File: config.mk
export PLATFORM = sky130hd
export DESIGN_NAME = snax_csr_xlate_ordered
export DESIGN_NICKNAME = d
export VERILOG_FILES = /design/src/rtl/snax_csr_xlate_ordered.sv
export SDC_FILE = /design/constraint.sdc
export NUM_CORES = 1
export LEC_CHECK = 0
export ABC_CLOCK_PERIOD_IN_PS = 3600
export CELL_PAD_IN_SITES_DETAIL_PLACEMENT = 0
export CELL_PAD_IN_SITES_GLOBAL_PLACEMENT = 2
export CORE_MARGIN = 1.5
export CORE_UTILIZATION = 16
export DETAILED_ROUTE_END_ITERATION = 7
export MAX_ROUTING_LAYER = met4
export PLACE_DENSITY = 0.93
export SLEW_MARGIN = 20
export SYNTH_ARGS = -nofsm -noshare
export SYNTH_HDL_FRONTEND = slang
export SYNTH_SLANG_ARGS = --single-unit
File: constraint.sdc
create_clock -name clk_i -period 3.6 [get_ports clk_i]
set_input_delay 0.54 -clock clk_i [delete_from_list [all_inputs] [get_ports clk_i]]
set_output_delay 0.54 -clock clk_i [all_outputs]
set_load 0.03 [all_outputs]
File: src/rtl/snax_csr_xlate_ordered.sv
`default_nettype none
// ============================================================================
// Module   : snax_csr_xlate_ordered
// Brief    : Translates Snitch accelerator request/response ports into a
//            simple CSR request/response handshake. Outstanding reads are
//            tracked in an in-order ID FIFO so every response carries the ID
//            of its request; out-of-range reads are answered locally with an
//            error response that keeps its place in the response order.
// Options  : define SNAX_CSR_XLATE_PERF_CNT_EN to add read/write/error
//            performance counter outputs.
// Revision : 1.0 - initial release
// ============================================================================
module snax_csr_xlate_ordered #(
  parameter int unsigned DataWidth      = 32,
  parameter int unsigned IdWidth        = 5,
  parameter logic [31:0] CsrAddrOffset  = 32'h3c0,
  parameter int unsigned NumCsr         = 64,
  parameter int unsigned MaxOutstanding = 4
) (
  input  logic                 clk_i,
  input  logic                 rst_i,
  // accelerator request port
  input  logic [31:0]          snax_req_data_op_i,
  input  logic [DataWidth-1:0] snax_req_data_arga_i,
  input  logic [31:0]          snax_req_data_argb_i,
  input  logic [IdWidth-1:0]   snax_req_id_i,
  input  logic                 snax_qvalid_i,
  output logic                 snax_qready_o,
  // accelerator response port
  output logic [DataWidth-1:0] snax_resp_data_o,
  output logic [IdWidth-1:0]   snax_resp_id_o,
  output logic                 snax_resp_error_o,
  output logic                 snax_pvalid_o,
  input  logic                 snax_pready_i,
  // CSR request port
  output logic [DataWidth-1:0] snax_csr_req_bits_data_o,
  output logic [31:0]          snax_csr_req_bits_addr_o,
  output logic                 snax_csr_req_bits_write_o,
  output logic                 snax_csr_req_valid_o,
  input  logic                 snax_csr_req_ready_i,
  // CSR response port
  input  logic [DataWidth-1:0] snax_csr_rsp_bits_data_i,
  input  logic                 snax_csr_rsp_valid_i,
  output logic                 snax_csr_rsp_ready_o,
  // status
  output logic                 idle_o
`ifdef SNAX_CSR_XLATE_PERF_CNT_EN
  ,
  output logic [31:0]          perf_rd_cnt_o,
  output logic [31:0]          perf_wr_cnt_o,
  output logic [31:0]          perf_err_cnt_o
`endif
);

  localparam int unsigned PtrWidth   = (MaxOutstanding > 1) ? $clog2(MaxOutstanding) : 1;
  localparam int unsigned CntWidth   = $clog2(MaxOutstanding + 1);
  localparam int unsigned EntryWidth = IdWidth + 1;
  localparam logic [PtrWidth-1:0] LastPtr   = PtrWidth'(MaxOutstanding - 1);
  localparam logic [CntWidth-1:0] FullCount = CntWidth'(MaxOutstanding);
  localparam logic [31:0]         CsrLimit  = 32'(NumCsr);

  // ---------------------------------------------------------------------------
  // Request decode
  // ---------------------------------------------------------------------------
  logic [2:0]  funct3;
  logic        is_read;
  logic [31:0] csr_index;
  logic        in_range;

  assign funct3    = snax_req_data_op_i[14:12];
  // CSRRS/CSRRC and their immediate forms return data; everything else writes
  assign is_read   = funct3 inside {3'b010, 3'b011, 3'b110, 3'b111};
  // modular subtraction: addresses below the offset wrap high and fail the check
  assign csr_index = snax_req_data_argb_i - CsrAddrOffset;
  assign in_range  = (csr_index < CsrLimit);

  // only funct3 is decoded from the instruction word
  logic unused_op_bits;
  assign unused_op_bits = ^{snax_req_data_op_i[31:15], snax_req_data_op_i[11:0]};

  // ---------------------------------------------------------------------------
  // ID FIFO state; each entry is {error, id}
  // ---------------------------------------------------------------------------
  logic [EntryWidth-1:0] id_mem [MaxOutstanding];
  logic [PtrWidth-1:0]   wr_ptr;
  logic [PtrWidth-1:0]   rd_ptr;
  logic [CntWidth-1:0]   count;
  logic                  full;
  logic                  empty;
  logic [EntryWidth-1:0] head;
  logic                  push;
  logic                  push_err;
  logic                  pop;

  assign full  = (count == FullCount);
  assign empty = (count == '0);
  assign head  = id_mem[rd_ptr];

  function automatic logic [PtrWidth-1:0] next_ptr(input logic [PtrWidth-1:0] ptr);
    return (ptr == LastPtr) ? '0 : ptr + 1'b1;
  endfunction

  // ---------------------------------------------------------------------------
  // Request path: zero-latency steering of valid/ready and FIFO push
  // ---------------------------------------------------------------------------
  logic q_ready;
  logic req_valid;

  // decide where the request goes and whether it needs an ordering slot
  always_comb begin
    q_ready   = 1'b0;
    req_valid = 1'b0;
    push      = 1'b0;
    push_err  = 1'b0;
    if (!rst_i) begin
      if (in_range) begin
        if (is_read) begin
          req_valid = snax_qvalid_i & ~full;
          q_ready   = snax_csr_req_ready_i & ~full;
        end else begin
          req_valid = snax_qvalid_i;
          q_ready   = snax_csr_req_ready_i;
        end
      end else begin
        // out-of-range writes are swallowed, reads still need a slot
        q_ready = is_read ? ~full : 1'b1;
      end
      push     = is_read & snax_qvalid_i & q_ready;
      push_err = ~in_range;
    end
  end

  assign snax_qready_o             = q_ready;
  assign snax_csr_req_valid_o      = req_valid;
  assign snax_csr_req_bits_data_o  = snax_req_data_arga_i;
  assign snax_csr_req_bits_addr_o  = csr_index;
  assign snax_csr_req_bits_write_o = ~is_read;

  // ---------------------------------------------------------------------------
  // Response path: head of the FIFO selects CSR pass-through or local error
  // ---------------------------------------------------------------------------
  logic                 resp_valid;
  logic                 rsp_ready;
  logic [DataWidth-1:0] resp_data;
  logic [IdWidth-1:0]   resp_id;
  logic                 resp_error;

  // build the response for the oldest outstanding read
  always_comb begin
    resp_valid = 1'b0;
    rsp_ready  = 1'b0;
    resp_data  = '0;
    resp_id    = '0;
    resp_error = 1'b0;
    if (!rst_i && !empty) begin
      resp_id = head[IdWidth-1:0];
      if (head[IdWidth]) begin
        // locally generated error, the CSR side is left untouched
        resp_valid = 1'b1;
        resp_error = 1'b1;
      end else begin
        resp_valid = snax_csr_rsp_valid_i;
        rsp_ready  = snax_pready_i;
        resp_data  = snax_csr_rsp_bits_data_i;
      end
    end
  end

  assign pop                  = resp_valid & snax_pready_i;
  assign snax_pvalid_o        = resp_valid;
  assign snax_csr_rsp_ready_o = rsp_ready;
  assign snax_resp_data_o     = resp_data;
  assign snax_resp_id_o       = resp_id;
  assign snax_resp_error_o    = resp_error;
  assign idle_o               = rst_i | empty;

  // ---------------------------------------------------------------------------
  // FIFO bookkeeping
  // ---------------------------------------------------------------------------

  // advance pointers and occupancy; push is already gated by full
  always_ff @(posedge clk_i) begin
    if (rst_i) begin
      wr_ptr <= '0;
      rd_ptr <= '0;
      count  <= '0;
    end else begin
      if (push) begin
        wr_ptr <= next_ptr(wr_ptr);
      end
      if (pop) begin
        rd_ptr <= next_ptr(rd_ptr);
      end
      if (push && !pop) begin
        count <= count + 1'b1;
      end else if (!push && pop) begin
        count <= count - 1'b1;
      end
    end
  end

  // store the ID and error flag of each accepted read
  always_ff @(posedge clk_i) begin
    if (push) begin
      id_mem[wr_ptr] <= {push_err, snax_req_id_i};
    end
  end

`ifdef SNAX_CSR_XLATE_PERF_CNT_EN
  // ---------------------------------------------------------------------------
  // Performance counters
  // ---------------------------------------------------------------------------
  logic        req_accept;
  logic [31:0] rd_cnt;
  logic [31:0] wr_cnt;
  logic [31:0] err_cnt;

  assign req_accept = snax_qvalid_i & q_ready;

  // count accepted reads, in-range writes and out-of-range requests
  always_ff @(posedge clk_i) begin
    if (rst_i) begin
      rd_cnt  <= '0;
      wr_cnt  <= '0;
      err_cnt <= '0;
    end else begin
      if (req_accept && is_read) begin
        rd_cnt <= rd_cnt + 32'd1;
      end
      if (req_accept && !is_read && in_range) begin
        wr_cnt <= wr_cnt + 32'd1;
      end
      if (req_accept && !in_range) begin
        err_cnt <= err_cnt + 32'd1;
      end
    end
  end

  assign perf_rd_cnt_o  = rd_cnt;
  assign perf_wr_cnt_o  = wr_cnt;
  assign perf_err_cnt_o = err_cnt;
`endif

endmodule
`default_nettype wire

## After elaboration in Yosys (flattened, before gate mapping)

Memory sizes are Yosys's and may differ from the RTL's. A register that Yosys moved wholly into a read port is not among the register bits.
Cells that the tools add are included.

- Register bits after elaboration: 7
- Latch bits: 0
- Bits in writable memories: 24
- ROM bits: 0
- Logic and storage cells: 63
- Memories: 1

- Add/sub/neg operators: 5
- Multiply operators: 0
- Div/mod/pow operators: 0
- $lt $le $gt $ge: 1
- Equality and inequality tests: 7
- Shifts and indexed selects: 0
- Multiplexer cells: 27
- Bitwise operators: 9
- Reductions and logical operators: 10

Memories:

| memory | depth | bits a word | read ports | clocked after Yosys merged registers in | write ports | RTL line | text |
|---|---|---|---|---|---|---|---|
| id_mem | 4 | 6 | 1 | 1 | 1 | 84 | `logic [EntryWidth-1:0] id_mem [MaxOutstanding];` |

Operators by type and width:

| kind | number |
|---|---|
| $mux 32 | 2 |
| $lt 32x7->1 const B | 1 |
| $sub 32x10->32 const B | 1 |
| $mux 1 | 18 |
| $eq 3x3->1 const B | 3 |
| $mux 2 | 4 |
| $eq 3x2->1 const B | 2 |
| $mux 3 | 2 |
| $and 1x1->1 | 5 |
| $mux 5 | 1 |
| $add 2x1->2 const B | 2 |
| $eq 2x2->1 const B | 2 |
| $logic_not 1->1 | 4 |
| $reduce_bool 4->1 | 1 |
| $add 3x1->3 const B | 1 |
| $logic_and 1x1->1 | 3 |
| $logic_not 3->1 | 1 |
| $not 1->1 | 3 |
| $sub 3x1->3 const B | 1 |
| $reduce_bool 2->1 | 1 |
| $or 1x1->1 | 1 |

## Logic depth before layout (Yosys ltp)

- Depth in word-level cells: 12
- Mapped depth: 14
- Gate-level depth less buffers: 13

## Worst setup path before layout

No wires, ideal clock.

- Path type: input-to-reg
- Start point: in snax_req_data_argb_i[10]
- End point: reg count[2]
- Library setup time: 0.070 ns
- Arrival: 3.589 ns
- Slack: -0.058 ns
- Stages on the path: 12
- Path buffers: 0
- Path through: or4_4 -> nor4_2 -> xor2_1 -> nor3_1 -> and4bb_4 -> nor2_4 -> ha_1 -> inv_1 -> fa_1 -> xor2_1 -> or3_1 -> a21oi_1

- Longest elaborated chain between the ends: 9
- Elaborated cells on any way between the ends: 11
- Those cells by class: add/sub (1); order compare (1); mux (4); bitwise (1); reduce/logical (4)

RTL lines:

| element | RTL line | text |
|---|---|---|
| start, declared | 25 | `input logic [31:0] snax_req_data_argb_i,` |
| $sub 32x10->32 * | 74 | `assign csr_index = snax_req_data_argb_i - CsrAddrOffset;` |
| net snax_csr_req_bits_addr_o[18] | 37 | `output logic [31:0] snax_csr_req_bits_addr_o,` |
| $lt 32x7->1 * | 75 | `assign in_range = (csr_index < CsrLimit);` |
| $mux 1 * | 116 | `if (in_range) begin` |
| $mux 1 * | 115 | `if (!rst_i) begin` |
| $and 1x1->1 * | 128 | `push = is_read & snax_qvalid_i & q_ready;` |
| $mux 1 * | 115 |  |
| net push | 91 | `logic push;` |
| $logic_not 1->1 | 196 | `end else if (!push && pop) begin` |
| $logic_and 1x1->1 | 196 |  |
| $reduce_bool 2->1 (no line) | n/a |  |
| end signal, assigned | 195 | `count <= count + 1'b1;` |
| end signal, assigned | 197 | `count <= count - 1'b1;` |
| end, declared | 87 | `logic [CntWidth-1:0] count;` |

The timed path passes the listed nets; every way through them passes the cells marked *. The select of a mux whose other input is x is not followed.
A chain may end at the register's enable or synchronous reset.

## Worst setup path in the final report

- Start point: in snax_req_data_argb_i[7]
- End point: reg count[2]

- Longest elaborated chain between the ends: 9
- Elaborated cells on any way between the ends: 11
- Those cells by class: add/sub (1); order compare (1); mux (4); bitwise (1); reduce/logical (4)

RTL lines:

| element | RTL line |
|---|---|
| $sub 32x10->32 * | 74 |
| $lt 32x7->1 * | 75 |
| $mux 1 * | 116 |
| $mux 1 * | 115 |
| $and 1x1->1 * | 128 |
| $mux 1 * | 115 |
| net push | 91 |
| $logic_not 1->1 | 196 |
| $logic_and 1x1->1 | 196 |
| $reduce_bool 2->1 (no line) | n/a |

Marked as above.

==> summary.txt <==
Synth
  – Synth cell count leaders: 40 x buf_4, 33 x and2_1, 24 x edfxtp_1
  – Average footprint of a synthesized cell: 9.57 um^2
  – Largest cells by area after synthesis: edfxtp_1 27%, buf_4 11%, and2_1 7.7%
  – Netlist cell types: 51
  – Most numerous cell in the Yosys netlist: buf_4
  – Area leader, netlist: edfxtp_1
  – Post-synth ARST share: 0%
  – Main flop type after synthesis: edfxtp_1
  – Syn_nets: 427
  – EDFF count, synth: 24
  – Post-Syn Area: roughly 2700 um^2
  – Post-synth top area share: ~27%
  – Post-synthesis sequential area ratio: 33.6%
  – Flops & latches, synth: 33
  – Synth warn: 0
  – Cells after Synth: 280

Worst setup path
  – FF-to-FF setup slack: 0.77 ns
  – Slowest cell on the critical path: clkdlybuf4s50_1
  – CP Class: in2reg
  – WP data arrival: 3.64 ns
  – Worst r2r dst: count[2]
  – Critical Path Start: snax_req_data_argb_i[7]
  – Max incr delay on CP: 0.42 ns
  – Most common cell on crit path: a21oi_2
  – CP bufs+invs: 3
  – Startpoint types: input pin
  – CP Cell Sequence: clkdlybuf4s50_1 > ha_2 > buf_4 > nand2b_1 > or4_4 > a21oi_2 > o2111ai_2 > and4bb_4 > nor2_4 > ha_4 > inv_2 > fa_2 > xor2_1 > or3_1 > a21oi_2
  – CP top delay family: simple AND/OR/NAND/NOR gates
  – Critical Path RT: between 3 and 4 ns
  – Crit end category: flip-flop
  – Worst R2R Path Depth: 10
  – Crit path max fanout: 3

Clock tree
  – CTS tree: built
  – CTS buffer count: 5
  – H-tree lvl count: 2
  – Worst skew pair latency: between 0.2 and 0.3 ns
  – CTS Sinks: 33
  – Worst-path clk slew: 0.05 ns
  – CTS Root Buffer Type: clkbuf_16
  – Clock Tree Buf Depth: 2

Timing
  – Final hold vios: 0
  – Max transition margin: 72.4%
  – Final WS setup: roughly 0.16 ns
  – RSZ-0062 raised after global routing: no
  – Slew Viols, Final: 0
  – Actual slew at the worst max-slew pin: slightly above 0.4 ns
  – Setup Viol. Count Final: 0
  – Fmax: between 200 and 300 MHz
  – Fin crit share: a little over nine tenths
  – Time the worst path needs with I/O delays and setup: approximately 3.4 ns
  – Clock skew: 0.00466 ns
  – Hold slack: 0.499 ns

GRT
  – Initial antenna violation count: 0
  – First-pass GRT wire length: 13.6 mm
  – Vias in the first global route: about 2700
  – GRT Overall Usage: roughly 9.9%
  – GR Overflow Total: 0
  – Largest net degree at the start of global routing: 34

Place
  – Placed cells: ~630
  – Dpl hpwl: approximately 7.2 mm
  – Port-buffer cells: between 100 and 150
  – Placement Setup Slack: -0.295 ns
  – GPL Wtd Cong: ~0.86
  – Cell area after placement: around 4200 um^2

Final layout
  – Antenna diodes: 0
  – Number of nets in the layout: around 570
  – Share of post-route cells with drive strength above 1: 30.7%
  – Area grow syn2layout: 68.6%
  – Final instance area: between 4000 and 5000 um^2
  – Fin cells: 640
  – Fillers: 1714

Drt
  – Routed Wire Length: ~8.8 mm
  – Routed Antenna Nets: 0
  – 1st-iter DRT viols: 93
  – DRC Markers: 0
  – DR WL met3: 728 um
  – Drt first pass iters: 4
  – Routed wl met2: ~4.2 mm
  – Max Used Layer: met4
  – Vias after detailed routing: around 2500
  – Via/cell ratio: approximately 4
  – Drt wl/cell: about 14 um
  – WL met1: about 3.8 mm

Hold path
  – Worst hold start: rd_ptr[0]
  – Class of the worst hold path: reg2reg
  – Hold Path Depth: 2

Power
  – Design Power: between 1000 and 1500 uW
  – P_leak: 0.00182 uW
  – Pwr/cell area: roughly 290 nW/um^2
  – Peak VDD IR: between 0.15 and 0.2 mV

Floorplan
  – Rows: 47
  – # IOs: between 200 and 250
  – Die area: 17500 um^2
  – DIE HEIGHT: about 130 um
  – Initial core utilization: between 10% and 20%
  – Core box area: roughly 16000 um^2
  – Chip Width: approximately 130 um

Run status
  – Run status: finished clean

Job
  – Max Cap Viol: 0
==> stage by stage <==
step | util (%) | setup TNS [ns]
final | 27.4 | 0
after global routing | 27.4 | 0
after CTS | 26.5 | 0
after detailed placement | 25.6 | -0.437
after global placement | 25.6 | -0.352
after floorplan | - | 0
==> placed cells by master, fill, tap and decap left out, types with 6 or more instances in the layout <==
master / netlist / final
clkdlybuf4s50_1: 0 / 84
mux4_2: 6 / 6
nand2_1: 13 / 12
xor2_1: 18 / 17
edfxtp_1: 24 / 24
nor2_1: 23 / 23
buf_4: 40 / 79
xnor2_1: 8 / 8
nor2b_1: 8 / 8
inv_1: 9 / 8
nor3_1: 12 / 11
and2_1: 33 / 33
dlymetal6s2s_1: 0 / 9
dfxtp_1: 9 / 9
==> cell type report <==
class                      count  area [um^2]  share of cell area (%)
clock buffer                   8          136                    3.02
multi-input combinational    190         1500                    33.3
sequential                    33          901                    19.9
timing repair buffer         180         1670                    36.9
tap                          220          275                    6.09
inverter                       9         33.8                   0.748
==> what timing repair did <==
item,in CTS,in global routing
gates resized for setup,2,30
cloned,0,0
buffers inserted,0,6
endpoints found under the setup margin,2,5
hold buffers,0,0
pin swaps,0,18
==> worst min-delay path, cell delays in order (launching register included) <==
cell and delay (ns):
dfxtp_1 0.32, nand2_1 0.06, a21oi_1 0.07
==> per-layer routing <==
metal  GRT usage, %  vias to the layer above
met2           16.7                      132
met1           11.4                     1149
li1               -                     1212
met5              -                        -
met4           2.69                        0
met3           2.72                       23
==> sequential cells by signal, indices dropped and copies added, names as in the netlist, named ones only <==
| name | flops |
|---|---|
| count | 3 |
| rd_ptr | 2 |
| wr_ptr | 2 |
| id_mem | 24 |
==> logic make-up (layout without fill, tap and decap cells) <==
logic type / Yosys count / after routing / share of synthesized area, %
simple gates: 125 / 125 / 27.7
buf+inv: 57 / 197 / 13.7
flops: 33 / 33 / 33.6
xor+xnor: 26 / 26 / 8.50
compound gates: 22 / 22 / 6.12
mux: 9 / 9 / 6.35
fa+ha+maj: 8 / 8 / 4.01
==> worst max-delay path by stage <==
stage	cells past startpoint	to	slack, ns
after global routing	15	count[2]	0.03
after CTS	13	count[2]	0.003
final	15	count[2]	0.16
after global placement	15	count[2]	-0.25
after floorplan	12	count[2]	0.09
after detailed placement	15	count[2]	-0.30
==> power by group <==
part | leakage, uW | internal [uW] | total, uW | switching (uW)
sequential | 0.000290 | 421 | 433 | 12.3
combinational | 0.00147 | 229 | 470 | 242
clock | 0.0000652 | 256 | 386 | 130
total | 0.00182 | 905 | 1290 | 384
No activity file was read; power rests on OpenSTA's default activity.
